### config.mk
export PLATFORM = sky130hd
export DESIGN_NAME = nvram_upload_responder_flat
export DESIGN_NICKNAME = d
export VERILOG_FILES = /design/src/rtl/nvram_upload_responder_pkg.sv /design/src/rtl/nvram_upload_responder_if.sv /design/src/rtl/nvram_upload_responder_dirty_tracker.sv /design/src/rtl/nvram_upload_responder.sv /design/src/flat_wrapper.sv
export SDC_FILE = /design/constraint.sdc
export NUM_CORES = 1
export LEC_CHECK = 0
export CORE_ASPECT_RATIO = 1.1
export CORE_MARGIN = 4
export CORE_UTILIZATION = 41
export CTS_CLUSTER_SIZE = 14
export DETAILED_ROUTE_END_ITERATION = 6
export GPL_TIMING_DRIVEN = 0
export PLACE_DENSITY_LB_ADDON = 0.05
export SLEW_MARGIN = 40
export SYNTH_ARGS = -nofsm -noshare
export SYNTH_HDL_FRONTEND = slang
export SYNTH_HIERARCHICAL = 1
export SYNTH_SLANG_ARGS = --single-unit
### constraint.sdc
create_clock -name clk_sys -period 2.8 [get_ports clk_sys]
set_input_delay 0.42 -clock clk_sys [delete_from_list [all_inputs] [get_ports clk_sys]]
set_output_delay 0.42 -clock clk_sys [all_outputs]
set_load 0.01 [all_outputs]
### src/rtl/nvram_upload_responder_pkg.sv
// ---------------------------------------------------------------------------
// nvram_pkg
// Shared definitions for the NVRAM upload responder slice:
//   - state_t       : responder FSM states
//   - OOR_DATA      : byte returned for out-of-range reads or abandoned grants
//   - DEF_*         : default geometry of the Defender CMOS RAM
// ---------------------------------------------------------------------------
package nvram_pkg;

   typedef enum logic [1:0] {
      IDLE  = 2'd0,
      REQ   = 2'd1,
      FETCH = 2'd2,
      DONE  = 2'd3
   } state_t;

   localparam logic [7:0] OOR_DATA = 8'hFF;

   localparam int DEF_ADDR_W      = 8;
   localparam int DEF_SIZE        = 256;
   localparam int DEF_DATA_W      = 4;
   localparam int DEF_GNT_TIMEOUT = 63;

endpackage

### src/rtl/nvram_upload_responder_if.sv
// ---------------------------------------------------------------------------
// nvram_upload_responder_if
// Bundles the hps_io upload handshake and the CMOS RAM second-port bus.
//   ioctl_upload, ioctl_rd, ioctl_addr : HPS -> responder
//   ioctl_din, ioctl_wait              : responder -> HPS
//   ram_req, ram_addr                  : responder -> RAM arbiter
//   ram_gnt, ram_q                     : RAM arbiter -> responder
// Modports: slave = responder view, master = HPS/arbiter view.
// ---------------------------------------------------------------------------
interface nvram_upload_responder_if
   import nvram_pkg::*;
#(
   parameter int ADDR_W = DEF_ADDR_W,
   parameter int DATA_W = DEF_DATA_W
) ();

   logic              ioctl_upload;
   logic              ioctl_rd;
   logic [24:0]       ioctl_addr;
   logic [7:0]        ioctl_din;
   logic              ioctl_wait;
   logic              ram_req;
   logic              ram_gnt;
   logic [ADDR_W-1:0] ram_addr;
   logic [DATA_W-1:0] ram_q;

   modport slave (
      input  ioctl_upload, ioctl_rd, ioctl_addr, ram_gnt, ram_q,
      output ioctl_din, ioctl_wait, ram_req, ram_addr
   );

   modport master (
      output ioctl_upload, ioctl_rd, ioctl_addr, ram_gnt, ram_q,
      input  ioctl_din, ioctl_wait, ram_req, ram_addr
   );

endinterface

### src/rtl/nvram_upload_responder_dirty_tracker.sv
// ---------------------------------------------------------------------------
// nvram_dirty_tracker
// Remembers that the CMOS RAM has been written since the last full upload.
//   clk_sys, reset_n : clock, asynchronous active-low reset
//   set              : CPU write into CMOS this cycle
//   clr              : final CMOS location fetched during an upload
//   dirty            : flag; set has priority over clr in the same cycle
// ---------------------------------------------------------------------------
module nvram_dirty_tracker (
   input  logic clk_sys,
   input  logic reset_n,
   input  logic set,
   input  logic clr,
   output logic dirty
);

   // A write racing the last fetch must not be lost, so set wins.
   always_ff @(posedge clk_sys or negedge reset_n) begin
      if (!reset_n)  dirty <= 1'b0;
      else if (set)  dirty <= 1'b1;
      else if (clr)  dirty <= 1'b0;
   end

endmodule

### src/rtl/nvram_upload_responder.sv
// ---------------------------------------------------------------------------
// nvram_upload_responder
// Services hps_io upload read strobes from the battery-backed CMOS RAM,
// stalling the HPS with ioctl_wait while it arbitrates for the RAM port.
//   clk_sys, reset_n : system clock, asynchronous active-low reset
//   bus (slave)      : ioctl upload handshake + CMOS RAM second port
//   cpu_cmos_we      : CPU write strobe into CMOS (marks NVRAM dirty)
//   nvram_dirty      : CMOS modified since the last complete upload
//   timeout_err      : sticky, a grant timed out during this session
// The interface ADDR_W/DATA_W must match this module's parameters.
// ---------------------------------------------------------------------------
module nvram_upload_responder
   import nvram_pkg::*;
#(
   parameter int ADDR_W      = DEF_ADDR_W,
   parameter int SIZE        = DEF_SIZE,
   parameter int DATA_W      = DEF_DATA_W,
   parameter int GNT_TIMEOUT = DEF_GNT_TIMEOUT
) (
   input  logic                     clk_sys,
   input  logic                     reset_n,
   nvram_upload_responder_if.slave  bus,
   input  logic                     cpu_cmos_we,
   output logic                     nvram_dirty,
   output logic                     timeout_err
);

   localparam int CNT_W = $clog2(GNT_TIMEOUT + 1);

   state_t            state, state_d;
   logic [7:0]        din_d;
   logic              wait_d;
   logic              req_d;
   logic [ADDR_W-1:0] addr_d;
   logic [CNT_W-1:0]  cnt, cnt_d;
   logic              terr_d;
   logic              upload_q;
   logic              addr_oor;
   logic              fetch_last;

   function automatic logic [7:0] zext_q(input logic [DATA_W-1:0] q);
      return 8'(q);
   endfunction

   // High address bits are checked as well so a huge address can never
   // alias back into the RAM through truncation.
   assign addr_oor = (bus.ioctl_addr >= 25'(SIZE)) || (|bus.ioctl_addr[24:ADDR_W]);

   assign fetch_last = (state == FETCH) && bus.ioctl_upload &&
                       (bus.ram_addr == ADDR_W'(SIZE - 1));

   always_comb begin
      state_d = state;
      din_d   = bus.ioctl_din;
      wait_d  = bus.ioctl_wait;
      req_d   = bus.ram_req;
      addr_d  = bus.ram_addr;
      cnt_d   = cnt;
      terr_d  = timeout_err;

      if (bus.ioctl_upload && !upload_q) terr_d = 1'b0;

      if (!bus.ioctl_upload) begin
         // Session aborted: release the RAM and the HPS, keep last data.
         state_d = IDLE;
         req_d   = 1'b0;
         wait_d  = 1'b0;
      end else begin
         case (state)
            IDLE: begin
               if (bus.ioctl_rd) begin
                  wait_d = 1'b1;
                  if (addr_oor) begin
                     din_d   = OOR_DATA;
                     state_d = DONE;
                  end else begin
                     addr_d  = bus.ioctl_addr[ADDR_W-1:0];
                     req_d   = 1'b1;
                     cnt_d   = '0;
                     state_d = REQ;
                  end
               end
            end
            REQ: begin
               if (bus.ram_gnt) begin
                  req_d   = 1'b0;
                  state_d = FETCH;
               end else if (cnt == CNT_W'(GNT_TIMEOUT - 1)) begin
                  // Gives up on the GNT_TIMEOUT-th ungranted cycle.
                  req_d   = 1'b0;
                  din_d   = OOR_DATA;
                  terr_d  = 1'b1;
                  state_d = DONE;
               end else begin
                  cnt_d = cnt + 1'b1;
               end
            end
            FETCH: begin
               din_d   = zext_q(bus.ram_q);
               state_d = DONE;
            end
            DONE: begin
               wait_d  = 1'b0;
               state_d = IDLE;
            end
            default: state_d = IDLE;
         endcase
      end
   end

   always_ff @(posedge clk_sys or negedge reset_n) begin
      if (!reset_n) begin
         state          <= IDLE;
         bus.ioctl_din  <= 8'h00;
         bus.ioctl_wait <= 1'b0;
         bus.ram_req    <= 1'b0;
         bus.ram_addr   <= '0;
         cnt            <= '0;
         timeout_err    <= 1'b0;
         upload_q       <= 1'b0;
      end else begin
         state          <= state_d;
         bus.ioctl_din  <= din_d;
         bus.ioctl_wait <= wait_d;
         bus.ram_req    <= req_d;
         bus.ram_addr   <= addr_d;
         cnt            <= cnt_d;
         timeout_err    <= terr_d;
         upload_q       <= bus.ioctl_upload;
      end
   end

   nvram_dirty_tracker u_dirty (
      .clk_sys (clk_sys),
      .reset_n (reset_n),
      .set     (cpu_cmos_we),
      .clr     (fetch_last),
      .dirty   (nvram_dirty)
   );

endmodule

### src/flat_wrapper.sv
// flat-port wrapper written by rule: the top's interface ports become plain ports
module nvram_upload_responder_flat import nvram_pkg::*;
#(
   parameter int ADDR_W      = DEF_ADDR_W,
   parameter int SIZE        = DEF_SIZE,
   parameter int DATA_W      = DEF_DATA_W,
   parameter int GNT_TIMEOUT = DEF_GNT_TIMEOUT
)
  (clk_sys, reset_n, cpu_cmos_we, nvram_dirty, timeout_err, bus_ioctl_upload, bus_ioctl_rd, bus_ioctl_addr, bus_ram_gnt, bus_ram_q, bus_ioctl_din, bus_ioctl_wait, bus_ram_req, bus_ram_addr);
  nvram_upload_responder_if #(.ADDR_W(ADDR_W), .DATA_W(DATA_W)) bus_i ();
  input  logic clk_sys;
  input  logic reset_n;
  input  logic cpu_cmos_we;
  output logic nvram_dirty;
  output logic timeout_err;
  input wire logic [$bits(bus_i.ioctl_upload)-1:0] bus_ioctl_upload;
  input wire logic [$bits(bus_i.ioctl_rd)-1:0] bus_ioctl_rd;
  input wire logic [$bits(bus_i.ioctl_addr)-1:0] bus_ioctl_addr;
  input wire logic [$bits(bus_i.ram_gnt)-1:0] bus_ram_gnt;
  input wire logic [$bits(bus_i.ram_q)-1:0] bus_ram_q;
  output wire logic [$bits(bus_i.ioctl_din)-1:0] bus_ioctl_din;
  output wire logic [$bits(bus_i.ioctl_wait)-1:0] bus_ioctl_wait;
  output wire logic [$bits(bus_i.ram_req)-1:0] bus_ram_req;
  output wire logic [$bits(bus_i.ram_addr)-1:0] bus_ram_addr;
  assign bus_i.ioctl_upload = bus_ioctl_upload;
  assign bus_i.ioctl_rd = bus_ioctl_rd;
  assign bus_i.ioctl_addr = bus_ioctl_addr;
  assign bus_i.ram_gnt = bus_ram_gnt;
  assign bus_i.ram_q = bus_ram_q;
  assign bus_ioctl_din = bus_i.ioctl_din;
  assign bus_ioctl_wait = bus_i.ioctl_wait;
  assign bus_ram_req = bus_i.ram_req;
  assign bus_ram_addr = bus_i.ram_addr;
  nvram_upload_responder #(.ADDR_W(ADDR_W), .SIZE(SIZE), .DATA_W(DATA_W), .GNT_TIMEOUT(GNT_TIMEOUT)) u_core (.clk_sys(clk_sys), .reset_n(reset_n), .bus(bus_i), .cpu_cmos_we(cpu_cmos_we), .nvram_dirty(nvram_dirty), .timeout_err(timeout_err));
endmodule
Word level (Yosys, flattened, before mapping)
Index checks and enable logic that the tools add are counted.
{"block": "word_totals", "elab_cells": 76, "input_bits": 35, "ff_bits": 29, "out_inout_bits": 20}
{"block": "op_classes", "reduce_logical": 16, "bitwise": 1, "addsub": 1, "n_eq_ne": 16, "muxes": 32, "order_cmp": 1}
{"operator": "8-bit two-way mux", "count": 4}
{"operator": "25-bit by 9-bit >= comparator with 1-bit output, second input constant", "count": 1}
{"operator": "6-bit two-way mux", "count": 4}
{"operator": "8-bit one-hot mux with 3 select lines", "count": 1}
{"operator": "17-bit OR reduction", "count": 1}
{"operator": "1-bit two-way mux", "count": 14}
{"operator": "6-bit one-hot mux with 2 select lines", "count": 1}
{"operator": "6-bit AND reduction", "count": 2}
{"operator": "2-bit two-way mux", "count": 5}
{"operator": "8-bit equality test, second input constant", "count": 1}
{"operator": "2-bit inequality test, second input constant", "count": 4}
{"operator": "2-bit one-hot mux with 4 select lines", "count": 1}
{"operator": "4-bit AND reduction", "count": 2}
{"operator": "6-bit by 1-bit adder with 6-bit output, second input constant", "count": 1}
{"operator": "6-bit equality test, second input constant", "count": 1}
{"operator": "3-bit by 1-bit inequality test with 1-bit output, second input constant", "count": 2}
{"operator": "3-bit inequality test, second input constant", "count": 2}
{"operator": "2-bit equality test, second input constant", "count": 2}
{"operator": "2-bit by 1-bit inequality test with 1-bit output, second input constant", "count": 2}
{"operator": "4-bit by 3-bit inequality test with 1-bit output, second input constant", "count": 1}
{"operator": "1-bit one-hot mux with 2 select lines", "count": 2}
{"operator": "2-bit AND reduction", "count": 2}
{"operator": "2-bit nonzero test", "count": 2}
{"operator": "1-bit logical AND", "count": 3}
{"operator": "other kinds (6)", "count": 6}

Depth between registers and ports, before layout
Gate-level depths: netlist of run 1.
{"block": "depth", "ltp_word": 7, "mapped_depth": 9, "mapped_depth_nobuf": 7}

By module
The synthesis of run 1 kept the hierarchy.
{"mod": "nvram_upload_responder", "n_inst": 1, "cells_each": 134, "seq_area_each_um2": 625.6, "area_per_inst_um2": 1403.8}
{"mod": "nvram_dirty_tracker", "n_inst": 1, "cells_each": 3, "seq_area_each_um2": 25.0, "area_per_inst_um2": 36.3}

Worst setup path after synthesis of run 1
OpenSTA, ideal clock, no wires.
{"block": "synth_timing", "kind": "flip-flop to flip-flop", "start": "reg u_core.state[0]", "end": "reg u_core.cnt[1]", "required_ns": 2.675, "stages_incl_launch_ff": 9, "path_slack_ns": 0.715, "n_path_buf": 1, "arrival_time_ns": 1.961, "setup_ns": 0.125, "synth_period_minus_slack_ns": 2.085, "path_cell_list": "dfrtp_1 inv_1 ha_1 nand2b_1 nand2_1 o32a_1 nor2b_1 buf_2 mux2_2"}
{"block": "synth_via", "elab_chain_len": 3, "word_cells_on_any_way": 9, "classes_between": "eq/ne (5); mux (1); reduce/logical (3)"}
{"item": "from (decl)", "line": "nvram_upload_responder.sv:30", "text": "state_t state, state_d;"}
{"item": "from (signal assigned)", "line": "nvram_upload_responder.sv:122", "text": "state <= state_d;"}
{"item": "2-bit by 1-bit equality test with 1-bit output or 2-bit zero test (tied branches)", "line": "nvram_upload_responder.sv:69", "text": "case (state)"}
{"item": "2-bit inequality test (no source line) or 2-bit nonzero test (tied branches)"}
{"item": "6-bit AND reduction (no source line)"}
{"item": "to (signal assigned)", "line": "nvram_upload_responder.sv:127", "text": "cnt <= cnt_d;"}
{"item": "to (decl)", "line": "nvram_upload_responder.sv:35", "text": "logic [CNT_W-1:0] cnt, cnt_d;"}
Parallel ways exist; a longest one is shown, timed or not.
A chain may end at the register's enable or synchronous reset.

Worst setup path after layout of run 1
{"block": "layout_timing", "start": "reg u_core.state[1]", "end": "reg u_core.cnt[1]"}
Same word-level chain as after synthesis.

==> impl_metrics.yaml, run 1 <==
status:
  status: "completed"
floorplanning:
  die-width_um: 64.5
  start_util_pct: 42.9
  core_um2: 3360
  die-area_um2: 4530
  rows: 22
  io_pins: 55
  die_h_um: 70.2
power_and_ir_drop:
  ir_drop_mv: 0.438
  p_seq_share_pct: 36.6
  power_frac_clock_pct: 17.3
  p_sw_share_pct: 34.9
  p_sw_w: 0.000519
  power_frac_comb_pct: 46.1
  power.internal_w: 0.000965
  leakagePower_nw: 0.874
  power.density_nw_per_um2: 711
clock_tree:
  h-tree-depth: 1
  root_buffer: "clkbuf_4"
  clock-sinks: 26
  clk_pin_slew_ps: 140
  cts_buffer_depth: 2
  worstSkewPairLatency_ps: 320
  numCtsBuffers: 3
  post-cts-setup-buffers: 0
  holdBufCountCts: 0
  cts_tree: "yes"
  cts_resized: 0
finish:
  fillerInstances: 286
  syn_to_final_growth_pct: 45.0
  nNetsFinal: 238
  diodes: 0
  final_area_um2: 2090
  drive_above_1_share_pct: 13.8
  finalNonFillerCells: 243
sta:
  worstMarginPinSlew_ps: 597
  slew_headroom_pct: 59.9
  fin_hold_ws_ps: 78.5
  fin_crit_sh_pct: 84.5
  clock-skew-final_ps: 1.23
  rsz0062_at_grt: "no"
  hold_viol: 0
  fmax_ghz: 0.423
  finalMaxSlewViolations: 0
  finalCriticalPeriod_ps: 2370
  setup_tns_ps: 0
  setup_ws_ps: 435
  setup_viol: 0
detailed_routing:
  met1Wirelength_um: 1380
  drc_errors: 0
  met3WireLength_um: 143
  drt_first_pass_iters: 4
  dr.max_layer_used: "met4"
  postRouteWirelength_um: 3290
  viasPerCell: 5.05
  wl_met2_um: 1740
  vias: 1227
  drt-initial-drc-count: 64
  ant_nets: 0
  wl_per_cell_um: 13.5
grt:
  grt_pass1_wl_um: 5560
  grt_pass1_vias: 1242
  grtUsageTotal_pct: 15.4
  grt_overflow: 0
  grt_max_degree: 27
  antenna_found_initial: 0
critical_path:
  worstPathMaxFanout: 10
  startpoint_type: "register"
  arrival_ps: 2590
  crit_required_ps: 3020
  worstSetupPathType: "register to register"
  end_kind: "register"
logic_synthesis:
  syn_nets: 179
  synth-edff-count: 0
  syn_avg_cell_area_um2: 10.5
  yosys-top-cells-count: "dfrtp_1, mux2_2, inv_1, nand2_1, nor2_1"
  ys_warn_count: 6
  ys_dominant_reg_cell: "dfrtp_1"
  synth_seq_area_share_pct: 45.2
  ys_types: 36
  syn_area_um2: 1440
  synth.ff_latch_count: 26
  synth_area_leaders: "dfrtp_1, mux2_2, ha_1"
  synth_area_leader_cell: "dfrtp_1"
  synthArstFlopShare_pct: 100
  postSynthCellCount: 137
  synth_top_area_share_pct: 45.2
  yosysMostFrequentCell: "dfrtp_1"
placement:
  dpl.cell_count: 239
  dp_hpwl_um: 2620
  post-place-ws_ps: 279
  dpl_cell_area_um2: 2040
  routabilityCongestion: 0.791
  io_buffers: 54
min_path:
  hp-class: "input pin to asynchronous set/reset pin"
job:
  drv_cap: 0
## state kept, by name, summed over array words and instances, names as in the netlist
| register | cells |
|---|---|
| u_core/cnt | 6 |
| u_core/bus.ram_addr | 8 |
| u_core/bus.ioctl_din | 5 |
| u_core/u_dirty/dirty | 1 |
| u_core/bus.ram_req | 1 |
| u_core/state | 2 |
| u_core/bus.ioctl_wait | 1 |
| u_core/timeout_err | 1 |
| u_core/upload_q | 1 |
## cell type report
type / count / area [µm²] / share of cell area [%]
Inverter: 12 / 45.0 / 2.16
Clock inverter: 1 / 30.0 / 1.44
Buffer: 6 / 35.0 / 1.68
Tap cell: 48 / 60.1 / 2.88
Timing Repair Buffer: 54 / 536 / 25.6
Clock buffer: 3 / 22.5 / 1.08
Multi-Input combinational cell: 93 / 709 / 34.0
Sequential cell: 26 / 651 / 31.2
## worst max-delay path, cell delays in order (launching register included)
cell and delay, ps:
dfrtp_1 450, inv_1 120, ha_1 150, clkbuf_1 320, nor2b_1 230, nand3_1 90, o32a_1 250, nor2b_1 120
buf_2 180, mux2_2 340
## layout by cell type (no fill, tap or decap), types with 4 or more instances in the layout
cell / synthesis / routed
clkdlybuf4s50_1: 0 / 53
dfrtp_1: 26 / 26
mux2_2: 13 / 13
inv_1: 12 / 12
nand2_1: 12 / 12
nor2_1: 8 / 8
ha_1: 7 / 7
nand2b_1: 6 / 6
nand3_1: 5 / 5
nor3_1: 4 / 4
nor4_1: 4 / 4
## power groups by stage
stage	combinational, W	sequential [W]	clock [W]
after floorplan	0.000411	0.000557	0
after global placement	0.000673	0.000546	0
after detailed placement	0.000689	0.000553	0
after CTS	0.000691	0.000545	0.000267
after global routing	0.000757	0.000558	0.000286
final	0.000684	0.000543	0.000257
## path summary, 6_finish.rpt
check                                           from               endpoint  slack [ps]  depth (start not counted)
worst max-delay path                 u_core/state[1]          u_core/cnt[1]         430                          9
worst min-delay path                         reset_n  u_core/bus.ioctl_wait          80                          1
worst max register to register       u_core/state[1]          u_core/cnt[1]         430                          9
worst min register to register  u_core/u_dirty/dirty   u_core/u_dirty/dirty         500                          1
max in group asynchronous                    reset_n   u_core/u_dirty/dirty        2340                          1
min in group clk_sys            u_core/u_dirty/dirty   u_core/u_dirty/dirty         500                          1
## layer usage
layer / track usage [%] / up-vias
li1: - / 599
met2: 28.3 / 31
met1: 17.7 / 595
met5: 0 / -
met4: 4.69 / 0
met3: 3.05 / 2
## metrics by stage
stage	total power (W)	utilization, %
floorplan	0.000968	-
global placement	0.00122	60.8
detailed placement	0.00124	60.6
CTS	0.00150	62.2
global route	0.00160	62.2
finish	0.00148	62.2
## kinds of logic (layout without fill, tap and decap cells)
family,count (synthesis),count (layout),share of synthesized area [%]
multiplexers,15,15,11.6
AND/OR/NAND/NOR,52,52,19.9
adder cells (fa/ha/maj),7,7,6.08
buffers and inverters,18,76,5.56
flip-flops,26,26,45.2
AO/OA/AOI/OAI,19,19,11.7
Power figures use the tool's default switching activity.
==> run 2: changes to the inputs <==
==> constraint.sdc (replaced) <==
create_clock -name clk_sys -period 2.4 [get_ports clk_sys]
set_input_delay 0.36 -clock clk_sys [delete_from_list [all_inputs] [get_ports clk_sys]]
set_output_delay 0.36 -clock clk_sys [all_outputs]
set_load 0.01 [all_outputs]
==> run 2 against run 1 <==
Worst setup slack lost 220 ps. Critical path depth is 1 lower. Non-clock buffer count decreased by 1. Utilization up 0.26 points. Cell area increased by 0.42%. Sequential power is 17% higher. Combinational power grew 20%. Die area stayed put. Clock skew increased by 1.8 ps. Sequential cell count is the same.
==> impl_metrics.yaml, run 2 (same netlist as run 1, synthesis figures left out) <==
detailed_routing:
  drt-initial-drc-count: 60
  postRouteWirelength_um: 3360
  viasPerCell: 5.07
  drc_errors: 0
  vias: 1226
  ant_nets: 0
  drt_first_pass_iters: 4
  wl_per_cell_um: 13.9
floorplanning:
  die-area_um2: 4530
  core_um2: 3360
  io_pins: 55
  rows: 22
  die-width_um: 64.5
  start_util_pct: 42.9
  die_h_um: 70.2
finish:
  largest_reg_flops: 8
  diodes: 0
  finalNonFillerCells: 242
  fillerInstances: 289
  nNetsFinal: 237
  final_cell_mix: "clkdlybuf4s50_1, dfrtp_1, mux2_2, inv_1, nand2_1"
  top_regs: "u_core/bus.ram_addr x8, u_core/cnt x6, u_core/bus.ioctl_din x5"
  final_common_cell: "clkdlybuf4s50_1"
  regMostFlops: "u_core/bus.ram_addr"
  drive_above_1_share_pct: 15.5
  syn_to_final_growth_pct: 45.6
power_and_ir_drop:
  finalPower_w: 0.00176
  ir_drop_mv: 0.506
  p_sw_w: 0.000617
  power.density_nw_per_um2: 838
  power_frac_comb_pct: 46.8
  power.internal_w: 0.00114
  leakagePower_nw: 0.876
  power_frac_clock_pct: 17.1
  p_sw_share_pct: 35.1
  p_seq_share_pct: 36.1
job:
  drv_cap: 0
critical_path:
  crit_required_ps: 2630
  end_kind: "register"
  rr_startpoint: "u_core/state[0]"
  worstPathMaxFanout: 6
  r2r_cells: 8
  startpoint_type: "register"
  arrival_ps: 2410
  r2r_slack_ps: 210
  worstSetupPathType: "register to register"
  worstReg2RegEnd: "u_core/cnt[1]"
clock_tree:
  h-tree-depth: 1
  worstSkewPairLatency_ps: 320
  cts_tree: "yes"
  cts_resized: 0
  numCtsBuffers: 3
  holdBufCountCts: 0
  clk_pin_slew_ps: 140
  root_buffer: "clkbuf_4"
  cts_buffer_depth: 2
  clock-sinks: 26
  post-cts-setup-buffers: 0
grt:
  grt_pass1_vias: 1242
  grt_overflow: 0
  grt_pass1_wl_um: 5560
  antenna_found_initial: 0
  grtUsageTotal_pct: 15.4
  grt_max_degree: 27
placement:
  post-place-ws_ps: -60.6
  dp_hpwl_um: 2620
  routabilityCongestion: 0.791
  dpl.cell_count: 239
  io_buffers: 54
sta:
  finalMaxSlewViolations: 0
  clock-skew-final_ps: 3.03
  setup_viol: 0
  worstMarginPinSlew_ps: 606
  slew_headroom_pct: 59.3
  rsz0062_at_grt: "no"
  fin_hold_ws_ps: 17.5
  finalCriticalPeriod_ps: 2190
  hold_viol: 0
  fmax_ghz: 0.457
  setup_tns_ps: 0
  setup_ws_ps: 213
  fin_crit_sh_pct: 91.1
min_path:
  hp-class: "input pin to asynchronous set/reset pin"
status:
  status: "completed"
run 2: cell count changes in the layout (fill, tap and decap cells not counted), sizes merged:
| cell | before | now |
|---|---|---|
| clkbuf | 5 | 4 |
run 2: power groups by stage:
stage                     registers (W)  logic (W)  clock network (W)
after global routing           0.000651   0.000901           0.000333
after global placement         0.000637   0.000786                  0
after detailed placement       0.000645   0.000804                  0
final                          0.000635   0.000822           0.000301
after CTS                      0.000636   0.000806           0.000312
after floorplan                0.000649   0.000480                  0
run 2: metrics by stage:
stage               util, %  instance area, µm²
floorplan                 -                1440
global placement       60.8                2040
detailed placement     60.6                2040
CTS                    62.2                2090
global route           62.4                2100
finish                 62.4                2100
run 2: worst max path at each step:
stage / startpoint / end / slack [ps] / cells after the start
after floorplan: u_core/state[0] / u_core/cnt[1] / 310 / 8
after global placement: bus_ioctl_addr[9] / u_core/cnt[1] / -30 / 7
after detailed placement: bus_ioctl_addr[9] / u_core/cnt[1] / -60 / 7
after CTS: u_core/state[1] / u_core/cnt[1] / 20 / 9
after global routing: u_core/state[0] / u_core/cnt[1] / 60 / 8
final: u_core/state[0] / u_core/cnt[1] / 210 / 8
run 2: per-layer routing:
metal / vias to the layer above / part of all wire [%] / global-route usage [%]
li1: 599 / - / -
met2: 25 / 53 / 28.3
met5: - / 0 / 0
met3: 2 / 3.8 / 3.05
met1: 600 / 42 / 17.7
met4: 0 / 0.63 / 4.69
run 2: final cells by class:
class                           instances  area (µm²)  share of cell area, %
Multi-Input combinational cell         93         722                   34.4
Sequential cell                        26         651                   31.0
Timing Repair Buffer                   54         536                   25.5
Tap cell                               48        60.1                   2.86
Inverter                               12        45.0                   2.15
Buffer                                  5        31.3                   1.49
Clock inverter                          1        30.0                   1.43
Clock buffer                            3        22.5                   1.07
run 2: worst max-delay path, stage by stage (launching register included):
cell	delay (ps)
dfrtp_1	460
inv_1	120
ha_2	260
nand2b_4	120
nand2_1	120
o32a_1	370
nor2b_1	130
buf_2	190
mux2_2	340
